--- src/rtl/timer_bus_arb.sv ---
// Round-robin two-master arbiter in front of the timer register port.
// A master can lock the port for an atomic read-modify-write; a bounded counter force-releases a stuck lock.
module timer_bus_arb #(
    parameter int ADDR_W   = 32,
    parameter int DATA_W   = 32,
    parameter int MAX_LOCK = 8
) (
    input  logic              clk_i,
    input  logic              rst_n_i,
    input  logic              m0_req_i,
    input  logic              m0_we_i,
    input  logic              m0_lock_i,
    input  logic [ADDR_W-1:0] m0_addr_i,
    input  logic [DATA_W-1:0] m0_wdata_i,
    output logic              m0_gnt_o,
    output logic              m0_rvalid_o,
    output logic [DATA_W-1:0] m0_rdata_o,
    input  logic              m1_req_i,
    input  logic              m1_we_i,
    input  logic              m1_lock_i,
    input  logic [ADDR_W-1:0] m1_addr_i,
    input  logic [DATA_W-1:0] m1_wdata_i,
    output logic              m1_gnt_o,
    output logic              m1_rvalid_o,
    output logic [DATA_W-1:0] m1_rdata_o,
    output logic              wen_o,
    output logic [ADDR_W-1:0] waddr_o,
    output logic [DATA_W-1:0] wdata_o,
    output logic [ADDR_W-1:0] raddr_o,
    input  logic [DATA_W-1:0] rdata_i,
    output logic              lock_err_o
);

    typedef enum logic [1:0] {IDLE, LOCK0, LOCK1} state_t;

    localparam logic [7:0] MAX_CNT = 8'(MAX_LOCK);

    state_t      state_q, state_d;
    logic        rr_ptr_q, rr_ptr_d;
    logic [7:0]  lock_cnt_q, lock_cnt_d;
    logic        lock_err_q, lock_err_d;
    logic        rd_pend_q, rd_owner_q;
    logic        req0, req1;
    logic        gnt0, gnt1;
    logic        timeout;
    logic [ADDR_W-1:0] addr_mux;

    // Requests are masked while reset is held so every output stays quiet.
    assign req0 = m0_req_i & rst_n_i;
    assign req1 = m1_req_i & rst_n_i;

    // Grant selection, lock tracking and timeout detection.
    always_comb begin
        state_d    = state_q;
        rr_ptr_d   = rr_ptr_q;
        lock_cnt_d = lock_cnt_q;
        lock_err_d = 1'b0;
        gnt0       = 1'b0;
        gnt1       = 1'b0;
        timeout    = 1'b0;
        unique case (state_q)
            IDLE: begin
                if (req0 && (!req1 || !rr_ptr_q)) begin
                    gnt0 = 1'b1;
                end else if (req1) begin
                    gnt1 = 1'b1;
                end
                if (gnt0 || gnt1) begin
                    rr_ptr_d = gnt0;
                end
                if (gnt0 && m0_lock_i) begin
                    state_d    = LOCK0;
                    lock_cnt_d = 8'd1;
                end else if (gnt1 && m1_lock_i) begin
                    state_d    = LOCK1;
                    lock_cnt_d = 8'd1;
                end
            end
            LOCK0: begin
                gnt0       = req0;
                timeout    = (lock_cnt_q >= MAX_CNT);
                lock_cnt_d = lock_cnt_q + 8'd1;
                if (gnt0 && !m0_lock_i) begin
                    state_d    = IDLE;
                    lock_cnt_d = 8'd0;
                end else if (timeout) begin
                    state_d    = IDLE;
                    lock_cnt_d = 8'd0;
                    lock_err_d = 1'b1;
                    rr_ptr_d   = 1'b1;
                end
            end
            LOCK1: begin
                gnt1       = req1;
                timeout    = (lock_cnt_q >= MAX_CNT);
                lock_cnt_d = lock_cnt_q + 8'd1;
                if (gnt1 && !m1_lock_i) begin
                    state_d    = IDLE;
                    lock_cnt_d = 8'd0;
                end else if (timeout) begin
                    state_d    = IDLE;
                    lock_cnt_d = 8'd0;
                    lock_err_d = 1'b1;
                    rr_ptr_d   = 1'b0;
                end
            end
            default: begin
                state_d    = IDLE;
                lock_cnt_d = 8'd0;
            end
        endcase
    end

    // Arbitration state and the one-deep read-response tracker.
    always_ff @(posedge clk_i or negedge rst_n_i) begin
        if (!rst_n_i) begin
            state_q    <= IDLE;
            rr_ptr_q   <= 1'b0;
            lock_cnt_q <= 8'd0;
            lock_err_q <= 1'b0;
            rd_pend_q  <= 1'b0;
            rd_owner_q <= 1'b0;
        end else begin
            state_q    <= state_d;
            rr_ptr_q   <= rr_ptr_d;
            lock_cnt_q <= lock_cnt_d;
            lock_err_q <= lock_err_d;
            rd_pend_q  <= (gnt0 & ~m0_we_i) | (gnt1 & ~m1_we_i);
            rd_owner_q <= gnt1;
        end
    end

    // Winner's beat is steered onto the timer port; zero when nobody wins.
    always_comb begin
        addr_mux = '0;
        wdata_o  = '0;
        wen_o    = 1'b0;
        if (gnt0) begin
            addr_mux = m0_addr_i;
            wdata_o  = m0_wdata_i;
            wen_o    = m0_we_i;
        end else if (gnt1) begin
            addr_mux = m1_addr_i;
            wdata_o  = m1_wdata_i;
            wen_o    = m1_we_i;
        end
    end

    assign waddr_o     = addr_mux;
    assign raddr_o     = addr_mux;
    assign m0_gnt_o    = gnt0;
    assign m1_gnt_o    = gnt1;
    assign lock_err_o  = lock_err_q;
    assign m0_rvalid_o = rd_pend_q & ~rd_owner_q;
    assign m1_rvalid_o = rd_pend_q & rd_owner_q;
    assign m0_rdata_o  = m0_rvalid_o ? rdata_i : '0;
    assign m1_rdata_o  = m1_rvalid_o ? rdata_i : '0;

endmodule
--- config.mk ---
export PLATFORM = sky130hd
export DESIGN_NAME = timer_bus_arb
export DESIGN_NICKNAME = d
export VERILOG_FILES = /design/src/rtl/timer_bus_arb.sv
export SDC_FILE = /design/constraint.sdc
export NUM_CORES = 1
export LEC_CHECK = 0
export ABC_AREA = 1
export BUFFER_PORTS_ARGS = -buffer_cell sky130_fd_sc_hd__buf_4
export CAP_MARGIN = 30
export CORE_AREA = 3 3 128 130
export CTS_BUF_LIST = sky130_fd_sc_hd__clkbuf_2
export DETAILED_ROUTE_END_ITERATION = 7
export DIE_AREA = 0 0 131 133
export PLACE_DENSITY = 0.47
export REMOVE_ABC_BUFFERS = 1
export SLEW_MARGIN = 20
export SYNTH_ARGS = -nofsm -noshare
export SYNTH_HDL_FRONTEND = slang
export SYNTH_SLANG_ARGS = --single-unit
--- constraint.sdc ---
create_clock -name clk_i -period 1.6 [get_ports clk_i]
set_input_delay 0.08 -clock clk_i [delete_from_list [all_inputs] [get_ports clk_i]]
set_output_delay 0.08 -clock clk_i [all_outputs]
set_load 0.02 [all_outputs]
Word level (Yosys, flattened, before mapping)
Cells that the tools add are included.
{"block": "totals", "input_bits": 168, "elab_cells": 77, "reg_bits": 14}
{"block": "op_classes", "muxes": 37, "reduce_logical": 14, "magnitude_cmp": 1, "eq_ne": 8, "n_bitwise": 10, "add_sub_neg": 1}
{"op": "32-bit two-way mux", "n": 6}
{"op": "8-bit two-way mux", "n": 5}
{"op": "8-bit one-hot mux with 3 select lines", "n": 1}
{"op": "1-bit two-way mux", "n": 15}
{"op": "2-bit two-way mux", "n": 5}
{"op": "2-bit inequality test, second input constant", "n": 5}
{"op": "8-bit by 1-bit adder with 8-bit output, second input constant", "n": 1}
{"op": "8-bit by 4-bit >= comparator with 1-bit output, second input constant", "n": 1}
{"op": "1-bit AND", "n": 6}
{"op": "1-bit one-hot mux with 2 select lines", "n": 3}
{"op": "2-bit one-hot mux with 3 select lines", "n": 1}
{"op": "6-bit AND reduction", "n": 1}
{"op": "1-bit logical AND", "n": 5}
{"op": "1-bit zero test", "n": 4}
{"op": "3-bit inequality test, second input constant", "n": 1}
{"op": "1-bit inverter", "n": 3}
{"op": "1-bit one-hot mux with 3 select lines", "n": 1}
{"op": "3-bit nonzero test", "n": 1}
{"op": "2-bit by 1-bit equality test with 1-bit output, second input constant", "n": 1}
{"op": "2-bit equality test, second input constant", "n": 1}
{"op": "2-bit zero test", "n": 1}
{"op": "1-bit logical OR", "n": 2}
{"op": "1-bit bitwise OR", "n": 1}

Longest topological paths before layout
{"block": "depth", "ltp_word": 10, "depth_mapped": 10, "depth_no_buf": 9}

Worst setup path after synthesis
OpenSTA, ideal clock, no wires.
{"block": "synth_timing", "path_kind": "register to output", "start": "register state_q[0]", "end": "output waddr_o[22]", "t_arrival_ns": 1.703, "t_required_ns": 1.520, "slack_ns": -0.183, "path_stages_with_launch": 11, "n_path_buf": 3, "cell_sequence": "dfrtp_1 -> inv_1 -> ha_1 -> inv_1 -> o22ai_2 -> inv_2 -> buf_4 -> buf_6 -> nand3_1 -> nand2_1 -> buf_4"}
{"block": "synth_between", "elab_chain_cells": 4, "word_cells_on_any_way": 7, "cone_classes": "eq/ne (2); mux (4); reduce/logical (1)"}
{"element": "start, declared", "line_no": "38", "source": "state_t state_q, state_d;"}
{"element": "start signal, assigned", "line_no": "124", "source": "state_q <= state_d;"}
{"element": "2-bit equality test / 2-bit zero test (equally long branches)", "line_no": "61", "source": "unique case (state_q)"}
{"element": "1-bit one-hot mux with 2 select lines", "line_no": "61"}
{"element": "32-bit two-way mux", "line_no": "142", "source": "end else if (gnt1) begin"}
{"element": "32-bit two-way mux *", "line_no": "138", "source": "if (gnt0) begin"}
{"element": "end, declared", "line_no": "27", "source": "output logic [ADDR_W-1:0] waddr_o,"}
Every way passes the cells marked *; elsewhere a longest branch is shown, timed or not.

Final worst setup path
{"block": "layout_timing", "start": "register state_q[0]", "end": "output waddr_o[2]"}
Same word-level chain as after synthesis.

==> impl_metrics.ini <==
[cells_and_area]
area_growth_pct = 153
final_util_pct = 40.6
drive_gt1_share_pct = 58.9
layout.nets = 973
nFillCells = 1650
fin_area_um2 = 6200
diodes = 0

[pwr]
p_per_area_nw_per_um2 = 1130
finalPower_mw = 6.99
leakage_nw = 3.50
ir_worst_vdd_uv = 479

[sta]
slew-limit-headroom_pct = 85.9
finalHoldViolCount = 0
fmax_mhz = 509
rsz0062_at_grt = true
clock_skew_ps = 3.62
setup_tns_ps = -32000
period_share_pct = 123
setup_viol = 99
fin_crit_ps = 1960
fin_hold_ws_ps = 64.7
maxSlewViolCount = 0
worst_pin_slew_ps = 211
worst_slack_ps = -363

[clock_tree]
h-tree-depth = 1
clk_path_buf_depth = 2
clk_latency_ps = 270
root_buffer = clkbuf_2
cts_tree = yes
cts_made_buffers = 3
cts.sinks = 14
path_clk_slew_ps = 130

[global_route]
grt.total_usage_pct = 15.2
first_global_vias = 3877
grt_pass1_wl_um = 21100
grt_max_degree = 34
grt_overflow = 0
antenna_found_initial = 0

[drt]
drtIter0Drc = 82
via_per_inst = 3.99
wire_per_inst_um = 15.2
drt_wl_total_um = 15300
drc = 0
dr.pass1.iters = 4
num_vias = 4027
antenna_left = 0

[critical_path]
reg2reg_depth = 8
required_ps = 1520
crit_fanout = 10
slowest_stage = dfrtp_2
crit_chain = inv_4 -> ha_4 -> inv_2 -> o22ai_4 -> buf_6 -> buf_12 -> buf_12 -> nand2_1 -> nand2_2 -> buf_4
critPathArrivalTime_ps = 1880
critPathKind = reg -> out
slowest_delay_ps = 480
crit_path_start_kind = flip-flop
cp_common_cell = buf_12
crit_path_end_kind = output pin

[logic_synthesis]
synth_compound_area_share_pct = 2.10
yosysTopAreaCell = nand2_1
synth_xor_area_share_pct = 0
synth_top_family_by_area = simple AND/OR/NAND/NOR gates
netlist_instances = 471
synth_area_leaders = nand2_1 (26%), nand3_1 (16%), dfrtp_1 (14%)
ys_ff_latch = 14
synth_warnings = 0
muxShareOfSynthArea_pct = 0
synthSimpleGateAreaFrac_pct = 54.2
synth-adder-area-share_pct = 3.07
ys_seq_area_share_pct = 14.3
synth.avg_cell_area_um2 = 5.20
synth_cell_types = 17
synth_top_cell_area_share_pct = 26.1
syn_area_um2 = 2450

[run]
maxCapViolCount = 0

[floorplan]
die-area_um2 = 17400
coreArea_um2 = 15300
start_util_pct = 16.0
row_count = 45
die-height_um = 133
chipWidth_um = 131
pin_count = 334

[place]
gp_congestion = 0.817
portBuffers = 333
dp_hpwl_um = 11900
placed_area_um2 = 5120

[hold_path]
holdPathStages = 4
hold_class = in -> reg

[outcome]
status = finished with violations
violations = setup timing
-- flip-flops by register name (all words and copies together) (netlist names) --
signal      flops
state_q         2
rd_owner_q      1
rr_ptr_q        1
rd_pend_q       1
lock_cnt_q      8
lock_err_o      1
-- path summary, 6_finish.rpt --
check	startpoint	end	slack, ps
worst max-delay path	state_q[0]	waddr_o[2]	-360
worst min-delay path	m1_we_i	rd_pend_q	60
worst max register to register	state_q[0]	rd_pend_q	120
worst min register to register	lock_cnt_q[5]	lock_cnt_q[5]	500
max in group asynchronous	rst_n_i	state_q[0]	1020
min in group asynchronous	rst_n_i	rr_ptr_q	380
-- stage by stage --
step	worst slack, ps	std cells
2_1_floorplan	-1950	411
3_3_place_gp	-107	985
3_5_place_dp	-130	985
4_1_cts	-442	999
5_1_grt	-479	1009
6_report	-363	1009
-- what timing repair did --
item | 4_1_cts | 5_1_grt
setup buffers | 5 | 3
endpoints found under the hold margin | 15 | 0
gates cloned | 3 | 9
hold buffers | 2 | 0
setup endpoints to repair | 100 | 134
pin swaps | 8 | 25
gates resized for setup | 103 | 95
-- logic make-up (layout without fill, tap and decap cells) --
logic type | after synthesis | count (layout)
AO/OA/AOI/OAI | 8 | 8
adder cells (fa/ha/maj) | 6 | 6
buffers and inverters | 117 | 444
flip-flops | 14 | 14
AND/OR/NAND/NOR | 326 | 326
-- metal layers --
metal / routed length, µm / track usage (%)
met2: 8000 / 27.8
met1: 5670 / 16.9
met4: 216 / 2.29
met3: 1430 / 5.65
met5: 0 / 0
-- worst max-delay path, delay by kind of cell (launching register included) --
kind                       cells  cell delay, ps
buffers and inverters          6             690
AOI/OAI and AO/OA              1             110
adders and majority gates      1             160
and+or+nand+nor                2             170
DFF                            1             480
-- cells in the mapped netlist --
cell type    n
a21oi_1      2
a21oi_2      1
buf_2        5
buf_4       39
buf_6        7
clkbuf_1     9
dfrtp_1     14
ha_1         6
inv_1       55
inv_2        2
nand2_1    170
nand2_2      1
nand3_1     76
nand4_1      2
nor2_1      77
o21ai_0      4
o22ai_2      1
-- cell type report --
class / count / area (µm²) / area share (%)
Timing Repair Buffer: 383 / 3540 / 57.1
Multi-Input combinational cell: 340 / 1800 / 29.0
Sequential cell: 14 / 352 / 5.67
Tap cell: 211 / 264 / 4.26
Inverter: 57 / 224 / 3.61
Clock buffer: 3 / 15.0 / 0.242
Clock inverter: 1 / 3.75 / 0.0606
-- report_power, final --
| group | internal, mW | switching, mW | total [mW] |
|---|---|---|---|
| registers | 0.441 | 0.0766 | 0.518 |
| logic | 2.98 | 3.32 | 6.30 |
| clock network | 0.0543 | 0.115 | 0.169 |
| total | 3.48 | 3.51 | 6.99 |
-- placed cells by master (no fill, tap or decap), drive strengths merged, types with 3 or more instances in the layout --
cell type  count
buf          372
nand2        171
nor2          77
nand3         76
inv           57
dfrtp         14
clkbuf        12
ha             6
o21ai          4
a21oi          3
No activity file was read; power rests on OpenSTA's default activity.
